## src/rtl/call_latch.sv

```systemverilog
// Elevator hall/car call latch: synchronizes, debounces and latches
// pushbutton calls until the controller services them.
module call_latch #(
    parameter int CLK_PER_SAMPLE = 1000000,
    parameter int SAMPLES        = 3
) (
    input  logic        clk,
    input  logic        reset,
    input  logic [13:0] rawFloorButton,
    input  logic [9:1]  rawInternalButton,
    input  logic [13:0] clearFloorButton,
    input  logic [7:1]  clearInternalButton,
    output logic [13:0] floorButton,
    output logic [9:1]  internalButton,
    output logic        anyCall
);

    localparam int N  = 23;
    localparam int CW = (CLK_PER_SAMPLE > 2) ? $clog2(CLK_PER_SAMPLE) : 1;
    // Floor 1 has no DOWN call and floor 7 has no UP call.
    localparam logic [13:0] HALL_MASK = 14'h1FFE;

    logic [N-1:0]       raw;
    logic [N-1:0]       meta_q;
    logic [N-1:0]       sync_q;
    logic [CW-1:0]      cnt_q;
    logic [CW-1:0]      cnt_d;
    logic               tick;
    logic [SAMPLES-1:0] hist_q [N];
    logic [SAMPLES-1:0] hist_d [N];
    logic [N-1:0]       deb_q;
    logic [N-1:0]       deb_d;
    logic [N-1:0]       deb_prev_q;
    logic [N-1:0]       rise;
    logic [13:0]        hall_q;
    logic [13:0]        hall_d;
    logic [7:1]         car_q;
    logic [7:1]         car_d;

    assign raw  = {rawInternalButton, rawFloorButton};
    assign tick = (cnt_q == CW'(CLK_PER_SAMPLE - 1));

    always_comb begin
        cnt_d = tick ? '0 : cnt_q + CW'(1);
    end

    always_comb begin
        for (int i = 0; i < N; i++) begin
            hist_d[i] = hist_q[i];
            deb_d[i]  = deb_q[i];
            if (tick) begin
                hist_d[i] = {hist_q[i][SAMPLES-2:0], sync_q[i]};
                if (&hist_d[i]) begin
                    deb_d[i] = 1'b1;
                end else if (~|hist_d[i]) begin
                    deb_d[i] = 1'b0;
                end
            end
        end
    end

    // Set wins over a coincident clear.
    assign rise = deb_q & ~deb_prev_q;

    always_comb begin
        hall_d = ((hall_q & ~clearFloorButton) | rise[13:0]) & HALL_MASK;
        car_d  = (car_q & ~clearInternalButton) | rise[20:14];
    end

    always_ff @(posedge clk or negedge reset) begin
        if (!reset) begin
            meta_q     <= '0;
            sync_q     <= '0;
            cnt_q      <= '0;
            deb_q      <= '0;
            deb_prev_q <= '0;
            hall_q     <= '0;
            car_q      <= '0;
            for (int i = 0; i < N; i++) begin
                hist_q[i] <= '0;
            end
        end else begin
            meta_q     <= raw;
            sync_q     <= meta_q;
            cnt_q      <= cnt_d;
            deb_q      <= deb_d;
            deb_prev_q <= deb_q;
            hall_q     <= hall_d;
            car_q      <= car_d;
            for (int i = 0; i < N; i++) begin
                hist_q[i] <= hist_d[i];
            end
        end
    end

    assign floorButton       = hall_q;
    assign internalButton[7:1] = car_q;
    assign internalButton[8] = deb_q[21];
    assign internalButton[9] = deb_q[22] & ~deb_q[21];
    assign anyCall           = (|hall_q) | (|car_q);

endmodule

```

## config.mk

```make
export PLATFORM = sky130hd
export DESIGN_NAME = call_latch
export DESIGN_NICKNAME = d
export VERILOG_FILES = /design/src/rtl/call_latch.sv
export SDC_FILE = /design/constraint.sdc
export NUM_CORES = 1
export LEC_CHECK = 0
export BUFFER_PORTS_ARGS = -buffer_cell sky130_fd_sc_hd__clkbuf_2
export CAP_MARGIN = 20
export CORE_MARGIN = 4
export CORE_UTILIZATION = 30
export CTS_CLUSTER_SIZE = 30
export DETAILED_ROUTE_END_ITERATION = 10
export PLACE_DENSITY_LB_ADDON = 0.15
export REMOVE_ABC_BUFFERS = 1
export SLEW_MARGIN = 20
export SYNTH_ARGS = -nofsm -noshare
export SYNTH_HDL_FRONTEND = slang
export SYNTH_SLANG_ARGS = --single-unit
```

## constraint.sdc

```tcl
create_clock -name clk -period 1.7 [get_ports clk]
set_input_delay 0.34 -clock clk [delete_from_list [all_inputs] [get_ports clk]]
set_output_delay 0.34 -clock clk [all_outputs]
set_load 0.01 [all_outputs]
```

# After elaboration in Yosys (flattened, before gate mapping)
# Index checks and enable logic that the tools add are counted.
dict set report word_totals {
  output_inout_bits 24
  ff_bits 175
  elab_cells 206
}
dict set report classes {
  mux 47
  addsub 1
  eq_ne 24
  reduce_logical 71
  n_bitwise 11
}
# operator count
set ops {}
lappend ops {{AND reduction 3 bit} 23}
lappend ops {{OR reduction 3 bit} 23}
lappend ops {{two-way mux 1 bit} 46}
lappend ops {{inequality test 2 bit, second input constant} 23}
lappend ops {{AND reduction 2 bit} 23}
lappend ops {{AND 21 bit} 1}
lappend ops {{NOT 21 bit} 1}
lappend ops {{adder 20 x 1 -> 20 bit, second input constant} 1}
lappend ops {{== test 20 bit, second input constant} 1}
lappend ops {{two-way mux 20 bit} 1}
lappend ops {{AND 13 bit} 1}
lappend ops {{NOT 13 bit} 1}
lappend ops {{OR 13 bit} 1}
lappend ops {{OR reduction 12 bit} 1}
lappend ops {{AND 7 bit} 1}
lappend ops {{NOT 7 bit} 1}
lappend ops {{OR 7 bit} 1}
lappend ops {{OR reduction 7 bit} 1}
lappend ops {{AND 1 bit} 1}
lappend ops {{NOT 1 bit} 1}
lappend ops {{OR 1 bit} 1}

# Logic depth before layout (Yosys ltp)
dict set report logic_depth {
  depth_word 3
  depth_mapped 7
  ltp_nobuf 5
}

# Least setup slack after synthesis
# No wires, ideal clock.
dict set report synth_path {
  path_kind {register -> register}
  start {register cnt_q[11]}
  end {register hist_q[64] (netlist bit)}
  path_stages_with_launch 7
  setup_ns 0.127
  arrival_time_ns 1.640
  synth_period_minus_slack_ns 1.767
  t_required_ns 1.573
  slack_ns -0.067
  path_buffers 2
  path_cell_list {dfrtp_1 buf_6 nor4_2 nand4_4 nor2_8 buf_6 mux2_1}
}
dict set report synth_via {
  elab_chain_cells 1
}
# item line_no
set synth_rtl {}
lappend synth_rtl {{start: declaration} 26} ;# logic [CW-1:0] cnt_q;
lappend synth_rtl {{start signal: assignment} 85} ;# cnt_q <= cnt_d;
lappend synth_rtl {{== test 20 bit} 41} ;# assign tick = (cnt_q == CW'(CLK_PER_SAMPLE - 1));
lappend synth_rtl {{end signal: indexed assignment} 91} ;# hist_q[i] <= hist_d[i];
lappend synth_rtl {{end: declaration} 29} ;# logic [SAMPLES-1:0] hist_q [N];
# No other way between the ends.
# A chain may end at the register's enable or synchronous reset.

# Final worst setup path
dict set report layout_path {
  start {register car_q[5] (netlist bit)}
  end {output port anyCall}
}
dict set report layout_via {
  elab_chain_cells 2
}
# item line_no
set layout_rtl {}
lappend layout_rtl {{start: declaration} 37} ;# logic [7:1] car_q;
lappend layout_rtl {{start signal: assignment} 89} ;# car_q <= car_d;
lappend layout_rtl {{OR reduction 7 bit} 100} ;# assign anyCall = (|hall_q) | (|car_q);
lappend layout_rtl {{OR 1 bit} 100}
lappend layout_rtl {{end: declaration} 15} ;# output logic anyCall
# No other way between the ends.

==> qor.yml <==
run_status:
  status: "complete, but fails checks"
  violations: "setup timing"
synthesis:
  ys_ff_latch: 163
  synth_top_area_cell: "dfrtp_1"
  ys_warn_count: 0
  synth_edf_count: 0
  synth-main-ff-cell: "dfrtp_1"
  synthTopCellsByArea: "dfrtp_1 (66%), inv_1 (3.6%), a41oi_1 (3.1%)"
  netlist.area_leader.share: 0.661
  synthesis.area_sq_mm: 0.00617
  muxShareOfSynthArea: 0.0460
  async_flop_share: 1.00
  synth-xor-area-share: 0.0185
  synth_top_family_by_area: "compound AO/OA/AOI/OAI gates"
  synth_cell_type_count: 43
  synth_fa_ha_area_frac: 0.00203
  yosysSeqAreaShare: 0.661
  synthSimpleGateAreaFrac: 0.0850
  synth_compound_area_frac: 0.121
  synthCells: 477
  avgSynthCellArea_sq_um: 12.9
worst_setup_path:
  critPathMaxFanout: 2
  critical_path_arrival_ps: 1990
  cp-end-kind: "output port"
  crit_buf_inv: 2
  critPathSlowestCell: "or4_1"
  crit_type: "reg2out"
  worstSetupStartpointType: "flop"
  required_ps: 1360
  cpLargestDelayFamily: "simple AND/OR/NAND/NOR gates"
  crit_chain: "nor4_2 -> buf_4 -> nand4_1 -> or4_1 -> clkbuf_2"
  cp_slowest_stage_delay_ps: 430
drt:
  post_drt_wl_per_cell_um: 16.1
  drt_iter0_drc: 239
  via_count: 4179
  remaining_drc_errors: 0
  antenna_left: 0
  wl_mm: 14.5
  avgViaCountPerCell: 4.65
  drtPass1Iterations: 4
clock_tree:
  numCtsBuffers: 17
  cts_sinks: 163
  cts.clk_slew.worst_paths_ps: 70
  htreeDepth: 4
  clockBufferDepth: 2
  clock_latency_ps: 420
  tritoncts: "yes"
  root_buffer: "clkbuf_16"
sta:
  setup_slack_ps: -629
  drv_slew: 0
  skew_ps: 10.7
  hold_viol: 0
  fin_crit_sh: 1.37
  setup_viol: 29
  finalSetupTns_ps: -1930
  layout_min_cycle_time_ps: 2330
  rsz0062_at_grt: "yes"
  timing.fmax_ghz: 0.429
global_routing:
  grt_start_max_net_pins: 48
  gr-usage-met1: 0.177
  busiest_layer: "met2"
  track_usage: 0.134
  grt_pass1_wl_mm: 23.7
  antenna_found_initial: 0
  grt_pass1_vias: 4507
  grtUsageMet3: 0.0308
  met2_usage: 0.216
  gr-total-overflow: 0
floorplan:
  rows: 52
  die_x_um: 151
  dieArea_sq_mm: 0.0229
  initial_core_util: 0.305
  core_area_sq_mm: 0.0202
  ios: 70
  die_height_um: 151
cells_and_area:
  drive_gt1_frac: 0.387
  multi_input_area_sq_mm: 0.00211
  layout_commonest_cell: "dfrtp_1"
  layout_common_cells: "dfrtp_1 (159), clkbuf_2 (62), inv_1 (59)"
  area_growth_pct: 37.6
  nets: 662
  antenna_cells: 0
  regArea_sq_mm: 0.00408
  nFillCells: 1840
  final_util: 0.420
placement:
  place_hpwl_mm: 9.49
  port_buffers: 63
  gp_congestion: 0.754
pwr:
  powerDensity_mw_per_mm2: 919
  vdd_drop_max_mv: 0.715
  p_leak_nw: 3.79
job:
  cap_violations: 0
worst_hold_path:
  hold_class: "in2reg"
[power breakdown]
| group | total (mW) | internal [mW] | switching, mW |
|---|---|---|---|
| Sequential | 3.97 | 3.93 | 0.0386 |
| Combinational | 0.151 | 0.0539 | 0.0970 |
| Clock | 3.68 | 2.08 | 1.61 |
| Total | 7.80 | 6.06 | 1.74 |
[sequential cells by signal, summed over array words and instances, names as in the netlist]
name and flops:
floorButton 12, cnt_q 20, deb_q 21, sync_q 21
deb_prev_q 19, meta_q 21, car_q 7, hist_q 42
[final cells by class]
class	instances	area share
clock buffers	19	0.0522
clock inverters	13	0.0146
inverters	59	0.0261
multi-input cells	231	0.248
flip-flops and latches	163	0.481
well taps	270	0.0398
repair buffers	143	0.139
[metal layers]
metal | vias up | part of all wire
met1 | 2096 | 0.46
met5 | - | 0
li1 | 1988 | -
met3 | 14 | 0.034
met2 | 81 | 0.49
met4 | 0 | 0.013
[path summary, 6_finish.rpt]
path	from	endpoint	slack, ps	cells after the start
min in group asynchronous	reset	hist_q[43]$_DFFE_PN0P_	440	2
max in group asynchronous	reset	cnt_q[15]$_DFF_PN0_	580	3
worst max register to register	cnt_q[7]$_DFF_PN0_	hist_q[61]$_DFFE_PN0P_	-100	7
worst max-delay path	car_q[5]$_DFF_PN0_	anyCall	-630	5
worst min-delay path	rawFloorButton[9]	meta_q[9]$_DFF_PN0_	20	1
worst min register to register	meta_q[9]$_DFF_PN0_	sync_q[9]$_DFF_PN0_	350	0
[cells by family (layout without fill, tap and decap cells)]
kind of cell,Yosys count,in the layout
mux,22,22
other cells,1,2
fa+ha+maj,1,1
compound gates,111,111
simple gates,82,82
buf+inv,84,234
flops,163,163
xor+xnor,13,13
[what timing repair did]
item / 4_1_cts / 5_1_grt
resized for setup: 64 / 42
gates cloned: 2 / 1
hold endpoints to repair: 41 / 1
hold buffers: 1 / 1
pin swaps: 15 / 28
setup endpoints to repair: 50 / 67
setup buffers: 9 / 5
[cell usage after synthesis (5+ instances only)]
| library cell | instances |
|---|---|
| mux2_4 | 10 |
| o22ai_1 | 19 |
| clkbuf_1 | 5 |
| dfrtp_1 | 163 |
| nand3_1 | 28 |
| o21ai_0 | 23 |
| nand4_1 | 8 |
| mux2_2 | 10 |
| and4_1 | 5 |
| xor2_1 | 7 |
| buf_6 | 6 |
| buf_2 | 6 |
| nor2_1 | 7 |
| buf_4 | 6 |
| xnor2_1 | 6 |
| o41ai_1 | 21 |
| a41oi_1 | 22 |
| inv_1 | 59 |
| nor4_1 | 5 |
| a21oi_1 | 24 |
[stage by stage]
step           instance area (sq um)  worst slack [ps]  hold WS (ps)  std cells  total power [mW]
2_1_floorplan                   5990              -414          44.4        453              4.02
3_3_place_gp                    7250              -286           311        852              4.18
3_5_place_dp                    7250              -349           318        852              4.18
4_1_cts                         8250              -742         0.716        895              7.90
5_1_grt                         8490              -785         0.828        898              8.08
6_report                        8490              -629          20.9        898              7.80
(Power assumes the default switching activity.)
